**config.mk**
```make
export PLATFORM = sky130hd
export DESIGN_NAME = i281_fetch_decode
export DESIGN_NICKNAME = d
export VERILOG_FILES = /design/src/rtl/i281_fetch_decode.sv
export SDC_FILE = /design/constraint.sdc
export NUM_CORES = 1
export LEC_CHECK = 0
export BUFFER_PORTS_ARGS = -buffer_cell sky130_fd_sc_hd__buf_4
export CAP_MARGIN = 5
export CORE_ASPECT_RATIO = 0.7
export CORE_MARGIN = 2
export CORE_UTILIZATION = 51
export CTS_CLUSTER_DIAMETER = 80
export DETAILED_ROUTE_END_ITERATION = 8
export GPL_TIMING_DRIVEN = 0
export PLACE_DENSITY = 0.84
export REMOVE_ABC_BUFFERS = 1
export SYNTH_ARGS = -nofsm -noshare
export SYNTH_HDL_FRONTEND = slang
export SYNTH_SLANG_ARGS = --single-unit
```
**constraint.sdc**
```tcl
create_clock -name clock -period 2.2 [get_ports clock]
set_input_delay 0.11 -clock clock [delete_from_list [all_inputs] [get_ports clock]]
set_output_delay 0.11 -clock clock [all_outputs]
set_load 0.02 [all_outputs]
```
**src/rtl/i281_fetch_decode.sv**
```systemverilog
`default_nettype none
// ============================================================================
//  Module   : i281_fetch_decode
//  Purpose  : Instruction register, one-hot opcode decode, flags register,
//             run/single-step controller and fetched-instruction counter
//             feeding the i281 multicycle control FSM.
//  Revision : 1.0  initial release
// ============================================================================
module i281_fetch_decode #(
  parameter int IW = 16,  // instruction word width; field slicing assumes 16
  parameter int CW = 16   // width of the fetched-instruction counter
) (
  input  logic          clock,
  input  logic          reset_n,
  input  logic          run_mode,
  input  logic          step_n,
  input  logic [IW-1:0] imem_data,
  input  logic          ir_we,
  input  logic [3:0]    alu_flags,
  input  logic          flags_we,
  output logic [26:0]   opcode_out,
  output logic [7:0]    imm_out,
  output logic [3:0]    flags_reg,
  output logic          run,
  output logic [CW-1:0] instr_count
);

  typedef enum logic [1:0] {
    ST_HALT = 2'd0,
    ST_FREE = 2'd1,
    ST_STEP = 2'd2
  } run_state_e;

  logic [IW-1:0] ir_q;
  logic [3:0]    flags_q;
  logic [CW-1:0] count_q;
  logic          step_s1_q;
  logic          step_s2_q;
  logic          step_prev_q;
  logic          step_evt_q;
  run_state_e    state_q;
  run_state_e    state_d;
  logic [22:0]   w_onehot;
  logic [3:0]    w_opcode;

  assign w_opcode = ir_q[15:12];

  // Instruction register: captures the IMEM word on the FSM fetch strobe.
  always_ff @(posedge clock or negedge reset_n) begin
    if (!reset_n) begin
      ir_q <= '0;
    end else if (ir_we) begin
      ir_q <= imem_data;
    end
  end

  // Flags register: written independently of the IR load.
  always_ff @(posedge clock or negedge reset_n) begin
    if (!reset_n) begin
      flags_q <= '0;
    end else if (flags_we) begin
      flags_q <= alu_flags;
    end
  end

  // Fetched-instruction counter; counts every IR load and wraps naturally.
  always_ff @(posedge clock or negedge reset_n) begin
    if (!reset_n) begin
      count_q <= '0;
    end else if (ir_we) begin
      count_q <= count_q + CW'(1);
    end
  end

  // Step button: two-flop synchronizer, previous-value flop and a registered
  // falling-edge pulse, so one press yields exactly one single-cycle event.
  always_ff @(posedge clock or negedge reset_n) begin
    if (!reset_n) begin
      step_s1_q   <= 1'b1;
      step_s2_q   <= 1'b1;
      step_prev_q <= 1'b1;
      step_evt_q  <= 1'b0;
    end else begin
      step_s1_q   <= step_n;
      step_s2_q   <= step_s1_q;
      step_prev_q <= step_s2_q;
      step_evt_q  <= step_prev_q & ~step_s2_q;
    end
  end

  // Run controller state register.
  always_ff @(posedge clock or negedge reset_n) begin
    if (!reset_n) begin
      state_q <= ST_HALT;
    end else begin
      state_q <= state_d;
    end
  end

  // Run controller next state; run is a Moore decode of the state.
  always_comb begin
    state_d = state_q;
    run     = 1'b0;
    case (state_q)
      ST_HALT: begin
        // continuous mode wins over a coincident step press
        if (run_mode) begin
          state_d = ST_FREE;
        end else if (step_evt_q) begin
          state_d = ST_STEP;
        end
      end
      ST_FREE: begin
        run = 1'b1;
        if (ir_we && !run_mode) begin
          state_d = ST_HALT;
        end
      end
      ST_STEP: begin
        // further presses are ignored until this instruction is fetched
        run = 1'b1;
        if (ir_we) begin
          state_d = ST_HALT;
        end
      end
      default: begin
        state_d = ST_HALT;
      end
    endcase
  end

  // Opcode decode: one-hot instruction select from the IR opcode and sub-fields.
  always_comb begin
    w_onehot = '0;
    case (w_opcode)
      4'h0: w_onehot[0] = 1'b1;
      4'h1: begin
        case (ir_q[9:8])
          2'b00:   w_onehot[1] = 1'b1;
          2'b01:   w_onehot[2] = 1'b1;
          2'b10:   w_onehot[3] = 1'b1;
          default: w_onehot[4] = 1'b1;
        endcase
      end
      4'h2: w_onehot[5]  = 1'b1;
      4'h3: w_onehot[6]  = 1'b1;
      4'h4: w_onehot[7]  = 1'b1;
      4'h5: w_onehot[8]  = 1'b1;
      4'h6: w_onehot[9]  = 1'b1;
      4'h7: w_onehot[10] = 1'b1;
      4'h8: w_onehot[11] = 1'b1;
      4'h9: w_onehot[12] = 1'b1;
      4'hA: w_onehot[13] = 1'b1;
      4'hB: w_onehot[14] = 1'b1;
      4'hC: begin
        if (ir_q[8]) begin
          w_onehot[16] = 1'b1;
        end else begin
          w_onehot[15] = 1'b1;
        end
      end
      4'hD: w_onehot[17] = 1'b1;
      4'hE: w_onehot[18] = 1'b1;
      default: begin
        case (ir_q[9:8])
          2'b00:   w_onehot[19] = 1'b1;
          2'b01:   w_onehot[20] = 1'b1;
          2'b10:   w_onehot[21] = 1'b1;
          default: w_onehot[22] = 1'b1;
        endcase
      end
    endcase
  end

  // RX/RY are passed through raw even for sub-decoded opcodes.
  assign opcode_out  = {ir_q[11:8], w_onehot};
  assign imm_out     = ir_q[7:0];
  assign flags_reg   = flags_q;
  assign instr_count = count_q;

endmodule
`default_nettype wire
```
==> qor.csv, run 1 <==
stage,metric,value,unit
floorplan,initial_core_util,0.549,
critical_path,cpMaxStageDelayCell,dfrtp_1,
critical_path,worst_ep_arrival_time,1.71,ns
route,wl_met1,1910,um
route,firstDrtPassIters,4,
yosys,synth_area,0.00199,mm^2
sta,finalSetupViolations,0,
cts,clk_pin_slew_worst_paths,0.08,ns
critical_path,r2r-end,state_q[0]$_DFFE_PN0P_,
grt,grt_overflow,0,
cts,clockRootBuffer,clkbuf_8,
yosys,yosysMostFrequentCell,dfrtp_1,
critical_path,worst_setup_path_end_kind,output pin,
critical_path,path_max_fanout,10,
sta,skew,0.00562,ns
yosys,netlist_top_cells_area,"dfrtp_1 49%, mux2_2 12%, xnor2_1 4.8%",
sta,hold_viol,0,
yosys,syn-instance-count,174,
critical_path,required,2.09,ns
yosys,synth_ff_type,dfrtp_1,
hold_path,hp-start,imem_data[1],
power_and_ir_drop,max-vdd-ir-drop,0.000760,V
route,wl_per_cell,14.5,um
route,routed_wl,4310,um
sta,relSlewSlack,0.659,
placed_design,post-place-ws,0.698,ns
yosys,synth-async-reset-ratio,1.00,
sta,worst_hold_slack,0.0424,ns
job,drv_cap,0,
critical_path,worstPathCellList,nand2b_1 -> or3_1 -> nor3_1 -> buf_4,
floorplan,die_w,78.7,um
critical_path,crit_type,register to output pin,
grt,grt_pass1_wl,6940,um
critical_path,startpoint,ir_q[13]$_DFFE_PN0P_,
cts,tritoncts,built,
hold_path,hold_path_end,ir_q[1]$_DFFE_PN0P_,
route,highest_layer,met4,
floorplan,pin_count,82,
critical_path,rr_startpoint,state_q[1]$_DFFE_PN0P_,
sta,worst_pin_slew,0.512,ns
yosys,syn_area_per_cell,11.4,um^2
route,viasPerCell,5.07,
floorplan,fp.dieH,56.3,um
placed_design,place.gp.congestion,0.746,
critical_path,cp_num_buf_inv,1,
yosys,netlist.area_leader.share,0.490,
cts,cts_setup_buffers,0,
cts,cts_resized,0,
cells_and_area,diodes,0,
critical_path,critical-path-max-stage-delay,0.48,ns
cells_and_area,finalNetCount,276,
route,vias,1505,
grt,track_usage,0.201,
cells_and_area,area_delta_synth_final,36.0,%
route,met3WireLength,206,um
sta,tns,0,ns
yosys,ys_seq_elements,42,
yosys,synth.largest_area_cell,dfrtp_1,
run_status,outcome,"finished, final reports clean",
yosys,synth_edf_count,0,
cts,clk_latency,0.29,ns
power_and_ir_drop,power.leakage,1.29,nW
critical_path,r2r_slack,0.66,ns
floorplan,die-area,0.00443,mm^2
sta,rsz0062_at_grt,false,
yosys,seq_area_frac_synth,0.530,
cts,cts_sinks,42,
yosys,ys_types,30,
cells_and_area,drive_gt1_frac,0.470,
sta,period_share,0.829,
placed_design,numPortBuffers,81,
route,initialDrtViolationCount,75,
grt,grt_max_degree,43,
cts,ctsHtreeMaxLevel,2,
grt,antenna_found_initial,0,
sta,slew_viol_final,0,
route,wl_met2,2150,um
critical_path,crit_family,simple AND/OR/NAND/NOR gates,
route,antenna_left,0,
power_and_ir_drop,power_density,934,mW/mm^2
hold_path,holdPathStages,2,
power_and_ir_drop,finalPower,2.53,mW
yosys,synth_warnings,0,
hold_path,holdCritPathClass,primary input to register,
critical_path,start_kind,register,
cts,cts_made_buffers,5,
route,drc,0,
sta,setup_slack,0.376,ns
floorplan,fp-row-count,18,
sta,max_freq,548,MHz
sta,layout_min_cycle_time,1.82,ns
grt,first_global_vias,1460,
yosys,synth_commonest_cells,"39 x dfrtp_1, 21 x mux2_2, 17 x nor2_1, 12 x buf_4, 11 x xnor2_1",
placed_design,hpwl,3100,um
floorplan,design.core.area,0.00363,mm^2
cts,cts_buffer_depth,2,
critical_path,reg2reg_depth,6,
cell type report:
cell class	instances	area [um^2]
fillers	267	920
multi-input cells	110	803
clock inverters	2	60.1
flip-flops and latches	42	1050
well taps	50	62.6
clock buffers	6	82.6
repair buffers	83	628
inverters	4	15.0
placed cells by master, fill, tap and decap left out:
cell type,instances
and3_1,2
o2bb2ai_1,1
o21ai_0,1
nand3_1,7
nand2b_1,8
dfstp_2,3
and4_1,1
nand3_2,1
clkbuf_8,6
xnor2_1,11
xor2_1,4
nor4_1,2
bufinv_16,2
nor4b_1,1
nor3_2,1
a2bb2oi_1,1
a21oi_1,2
nor2b_1,1
dfrtp_1,39
inv_1,4
buf_4,81
or3_1,1
nor2_1,17
dlygate4sd3_1,2
or2_1,1
ha_1,4
mux2_2,21
nor3_1,8
nor4_4,1
nand2_1,8
nand4_1,5
where the power goes:
| group | switching (mW) | internal (mW) |
|---|---|---|
| combinational | 0.392 | 0.339 |
| sequential | 0.160 | 0.891 |
| clock | 0.263 | 0.484 |
cells by family (layout without fill, tap and decap cells):
group | after synthesis | in the layout | share of synthesized area
AND/OR/NAND/NOR | 65 | 65 | 0.177
flip-flops | 42 | 42 | 0.530
buffers and inverters | 22 | 95 | 0.0666
multiplexers | 21 | 21 | 0.119
XOR/XNOR | 15 | 15 | 0.0660
AO/OA/AOI/OAI | 5 | 5 | 0.0163
adder cells (fa/ha/maj) | 4 | 4 | 0.0251
worst max-delay path by stage:
| stage | endpoint | slack, ns | cells past startpoint |
|---|---|---|---|
| 2_1_floorplan | opcode_out[1] | 0.62 | 3 |
| 3_3_place_gp | opcode_out[1] | 0.72 | 4 |
| 3_5_place_dp | opcode_out[1] | 0.70 | 4 |
| 4_1_cts | opcode_out[1] | 0.36 | 4 |
| 5_1_grt | opcode_out[1] | 0.24 | 4 |
| 6_report | opcode_out[1] | 0.38 | 4 |
what timing repair did:
| action | in CTS | in global routing |
|---|---|---|
| setup endpoints to repair | 0 | 0 |
| hold buffers | 2 | 0 |
| hold endpoints to repair | 40 | 0 |
layer usage:
metal | GRT usage | vias to the layer above
li1 | - | 722
met1 | 0.271 | 743
met2 | 0.306 | 34
met3 | 0.0659 | 6
met4 | 0.0702 | 0
met5 | 0 | -
through the flow:
stage | cells | util | area, um^2
after global placement | 287 | 0.702 | 2540
final | 297 | 0.746 | 2710
after detailed placement | 287 | 0.702 | 2540
after global routing | 297 | 0.746 | 2710
after floorplan | 156 | - | 1870
after CTS | 297 | 0.746 | 2710
Note: power is estimated with default switching activity, not from simulation.
==> run 2: changes to the inputs <==
Settings changed: CORE_UTILIZATION 51 to 48, PLACE_DENSITY 0.84 to 0.8.
Clock period 2.2 ns to 1.8 ns, I/O delays scaled along.
==> qor.csv, run 2 (synthesized netlist as in run 1, its figures left out) <==
stage,metric,value,unit
run_status,outcome,"finished, final reports clean",
job,drv_cap,0,
critical_path,r2r_slack,0.40,ns
cells_and_area,final_common_cell,buf_4,
cts,cts_sinks,42,
floorplan,die-area,0.00469,mm^2
power_and_ir_drop,power_density,1020,mW/mm^2
cts,tritoncts,built,
cells_and_area,drive_gt1_frac,0.484,
cts,cts_made_buffers,5,
route,wl_per_cell,12.8,um
grt,use_met2,0.246,
route,initialDrtViolationCount,58,
sta,skew,0.00785,ns
cts,clk_latency,0.29,ns
grt,grt_util_met3,0.0452,
power_and_ir_drop,power.leakage,1.28,nW
floorplan,initial_core_util,0.504,
floorplan,fp-row-count,19,
power_and_ir_drop,max-vdd-ir-drop,0.000610,V
cells_and_area,diodes,0,
critical_path,rr_startpoint,instr_count[0]$_DFFE_PN0P_,
route,routed_wl,3870,um
sta,worst_pin_slew,0.507,ns
placed_design,hpwl,2890,um
hold_path,holdCritPathClass,primary input to register,
route,firstDrtPassIters,4,
floorplan,design.core.area,0.00395,mm^2
route,drc,0,
critical_path,start_kind,register,
critical_path,worst_setup_path_end_kind,output pin,
sta,slew_viol_final,0,
sta,hold_viol,0,
grt,grt_overflow,0,
grt,track_usage,0.174,
hold_path,hp-start,imem_data[0],
sta,tns,0,ns
sta,period_share,0.931,
critical_path,crit_type,register to output pin,
critical_path,startpoint,ir_q[13]$_DFFE_PN0P_,
placed_design,place.gp.congestion,0.792,
cts,clk_pin_slew_worst_paths,0.08,ns
placed_design,post-place-ws,0.298,ns
grt,first_global_vias,1344,
cells_and_area,final_core_utilization,0.679,
critical_path,worst_ep_arrival_time,1.59,ns
cells_and_area,final_cell_mix,"84 x buf_4, 37 x dfrtp_1, 21 x mux2_2",
cts,cts_buffer_depth,2,
sta,finalSetupViolations,0,
cells_and_area,area_delta_synth_final,34.6,%
floorplan,die_w,81.0,um
power_and_ir_drop,finalPower,2.72,mW
grt,grt_pass1_wl,6250,um
cts,ctsHtreeMaxLevel,2,
grt,use_met1,0.260,
critical_path,path_max_fanout,5,
cells_and_area,finalNetCount,279,
route,vias,1487,
floorplan,pin_count,82,
grt,busiest_layer,met1,
sta,relSlewSlack,0.662,
grt,antenna_found_initial,0,
cts,clockRootBuffer,clkbuf_8,
floorplan,fp.dieH,57.9,um
placed_design,numPortBuffers,81,
sta,layout_min_cycle_time,1.68,ns
route,antenna_left,0,
sta,rsz0062_at_grt,false,
grt,grt_max_degree,43,
sta,max_freq,597,MHz
sta,setup_slack,0.124,ns
critical_path,required,1.71,ns
route,viasPerCell,4.92,
==> run 2: worst max-delay path: stages (launching register included) <==
cell	delay (ns)
dfrtp_2	0.43
nand2b_1	0.20
or3_4	0.37
nor3_1	0.14
buf_4	0.17
==> run 2: final timing paths <==
kind	end	depth (start not counted)
max in group asynchronous	ir_q[13]$_DFFE_PN0P_	2
setup / recovery	opcode_out[1]	4
hold reg to reg	step_s2_q$_DFF_PN1_	0
setup reg to reg	instr_count[14]$_DFFE_PN0P_	4
hold / removal	ir_q[0]$_DFFE_PN0P_	2
min in group asynchronous	instr_count[13]$_DFFE_PN0P_	2
==> run 2: repair_timing <==
| item | CTS | global route |
|---|---|---|
| endpoints found under the hold margin | 40 | 0 |
| cloned | 0 | 0 |
| buffers inserted | 0 | 3 |
| endpoints found under the setup margin | 1 | 4 |
| gates resized for setup | 1 | 2 |
| hold buffers | 2 | 0 |
==> run 2: through the flow <==
step	cell area, um^2	instances	hold WS, ns
2_1_floorplan	1870	156	-0.206
3_5_place_dp	2550	289	0.102
5_1_grt	2680	302	0.0166
6_report	2680	302	0.0249
3_3_place_gp	2550	289	0.107
4_1_cts	2650	299	0.0187
==> run 2: cell type report <==
type | instances | area (um^2)
timing repair buffer | 86 | 651
clock inverter | 2 | 10.0
fill | 324 | 1270
clock buffer | 6 | 72.6
multi-input combinational | 110 | 808
inverter | 4 | 15.0
sequential | 42 | 1060
tap | 52 | 65.1
==> run 2: routing by layer <==
metal,vias to the layer above,routed length (um),share of wire
li1,729,-,-
met2,31,1740,0.45
met1,719,1920,0.50
met5,-,0,0
met4,0,56,0.014
met3,8,156,0.040
==> run 2: where the power goes <==
group | switching (mW) | internal [mW]
sequential | 0.184 | 1.09
clock | 0.297 | 0.269
combinational | 0.459 | 0.422
total | 0.941 | 1.78
==> run 3: changes to the inputs <==
Settings changed: ABC_AREA set to 1, PLACE_DENSITY 0.8 to 0.79, TNS_END_PERCENT set to 1.
==> qor.csv, run 3 <==
stage,metric,value,unit
grt,grt_max_degree,43,
yosys,synth_edf_count,0,
yosys,synth_area,0.00211,mm^2
cts,hold_buffers,2,
floorplan,fp.dieH,59.5,um
yosys,synth_commonest_cells,"39 x dfrtp_1, 39 x nand2_1, 31 x nor2_1, 27 x inv_1, 15 x mux2_2",
cts,tritoncts,built,
run_status,outcome,"finished, final reports clean",
route,initialDrtViolationCount,81,
route,met3WireLength,348,um
cells_and_area,final_common_cell,buf_4,
cells_and_area,drive_gt1_frac,0.405,
cts,clockRootBuffer,clkbuf_8,
cts,cts_buffer_depth,2,
yosys,seq_area_frac_synth,0.500,
placed_design,place.gp.congestion,0.836,
floorplan,pin_count,82,
job,drv_cap,0,
sta,max_freq,685,MHz
cells_and_area,diodes,0,
critical_path,worst_ep_arrival_time,1.37,ns
cells_and_area,area_delta_synth_final,32.0,%
sta,rsz0062_at_grt,false,
power_and_ir_drop,finalPower,2.73,mW
route,antenna_left,0,
grt,grt_overflow,0,
floorplan,design.core.area,0.00428,mm^2
route,wl_met2,1900,um
yosys,synth.largest_area_cell,dfrtp_1,
grt,track_usage,0.187,
placed_design,hpwl,3270,um
power_and_ir_drop,power.leakage,1.42,nW
floorplan,initial_core_util,0.493,
cells_and_area,finalNetCount,333,
sta,hold_viol,0,
yosys,syn-instance-count,228,
grt,antenna_found_initial,0,
cts,ctsHtreeMaxLevel,2,
cts,clk_pin_slew_worst_paths,0.08,ns
sta,worst_pin_slew,0.505,ns
sta,layout_min_cycle_time,1.46,ns
route,firstDrtPassIters,5,
floorplan,die-area,0.00495,mm^2
placed_design,numPortBuffers,81,
cts,cts_setup_buffers,0,
yosys,netlist_top_cells_area,"dfrtp_1 46%, mux2_2 8.0%, nand2_1 6.9%",
floorplan,die_w,83.3,um
sta,tns,0,ns
critical_path,worst_setup_path_end_kind,output pin,
route,routed_wl,4270,um
cts,cts_resized,0,
critical_path,crit_type,register to output pin,
route,wl_per_cell,11.9,um
yosys,synth_warnings,0,
floorplan,fp-row-count,20,
sta,finalSetupViolations,0,
critical_path,required,1.71,ns
route,vias,1689,
yosys,netlist.area_leader.share,0.462,
yosys,ys_types,24,
grt,first_global_vias,1620,
route,drc,0,
critical_path,start_kind,register,
sta,slew_viol_final,0,
yosys,synth-async-reset-ratio,1.00,
yosys,synth_ff_type,dfrtp_1,
sta,period_share,0.811,
route,viasPerCell,4.70,
yosys,ys_seq_elements,42,
sta,skew,0.00519,ns
route,highest_layer,met4,
cts,cts_made_buffers,5,
sta,relSlewSlack,0.663,
critical_path,path_max_fanout,4,
cts,cts_sinks,42,
power_and_ir_drop,max-vdd-ir-drop,0.000635,V
yosys,syn_area_per_cell,9.26,um^2
cts,clk_latency,0.29,ns
grt,grt_pass1_wl,7290,um
route,wl_met1,2010,um
power_and_ir_drop,power_density,980,mW/mm^2
hold_path,holdCritPathClass,primary input to register,
cells_and_area,final_cell_mix,"81 x buf_4, 39 x nand2_1, 39 x dfrtp_1",
-- run 3: layout make-up --
type	count	area [um^2]
fill	384	1490
clock buffer	7	86.3
timing repair buffer	83	628
multi-input combinational	142	833
clock inverter	1	5.00
tap	55	68.8
sequential	42	1050
inverter	29	109
-- run 3: logic make-up (layout without fill, tap and decap cells) --
logic type | after synthesis | in the layout | synth area share
AO/OA/AOI/OAI | 9 | 9 | 0.0231
XOR/XNOR | 9 | 9 | 0.0373
adder cells (fa/ha/maj) | 4 | 4 | 0.0237
buffers and inverters | 44 | 120 | 0.106
flip-flops | 42 | 42 | 0.500
multiplexers | 15 | 15 | 0.0800
AND/OR/NAND/NOR | 105 | 105 | 0.231
-- run 3: where the power goes --
part | total (mW) | switching (mW) | internal, mW
clock | 0.626 | 0.317 | 0.310
combinational | 0.856 | 0.484 | 0.373
sequential | 1.25 | 0.161 | 1.09
total | 2.73 | 0.961 | 1.77
-- run 3: worst max-delay path, cell delays in order (launching register included) --
cell and delay (ns):
dfrtp_1 0.40, nand2_1 0.12, inv_1 0.09, nand3_1 0.13, nor3_1 0.18, buf_4 0.17
-- run 3: layer usage --
layer / GRT usage / vias to the layer above
met5: 0 / -
met4: 0.0492 / 0
met3: 0.0710 / 3
met2: 0.298 / 51
met1: 0.244 / 776
li1: - / 859
-- run 3: worst paths after layout --
path,end,cells past startpoint,slack (ns),startpoint
max,opcode_out[19],5,0.34,ir_q[14]$_DFFE_PN0P_
min,ir_q[14]$_DFFE_PN0P_,3,0.008,imem_data[14]
max reg2reg,instr_count[12]$_DFFE_PN0P_,8,0.42,instr_count[0]$_DFFE_PN0P_
min reg2reg,step_s2_q$_DFF_PN1_,0,0.36,step_s1_q$_DFF_PN1_
max in group asynchronous,step_prev_q$_DFF_PN1_,2,1.13,reset_n
min in group asynchronous,instr_count[12]$_DFFE_PN0P_,2,0.31,reset_n
-- run 3: stage by stage --
| step | cell area (um^2) | setup WS [ns] | hold slack [ns] | instances | utilization |
|---|---|---|---|---|---|
| final | 2790 | 0.340 | 0.00798 | 359 | 0.651 |
| after global routing | 2790 | 0.158 | 0.0109 | 359 | 0.651 |
| after CTS | 2790 | 0.307 | 0.00555 | 359 | 0.651 |
| after detailed placement | 2670 | 0.434 | 0.101 | 349 | 0.625 |
| after global placement | 2670 | 0.440 | 0.103 | 349 | 0.625 |
| after floorplan | 2000 | 0.448 | -0.206 | 213 | - |
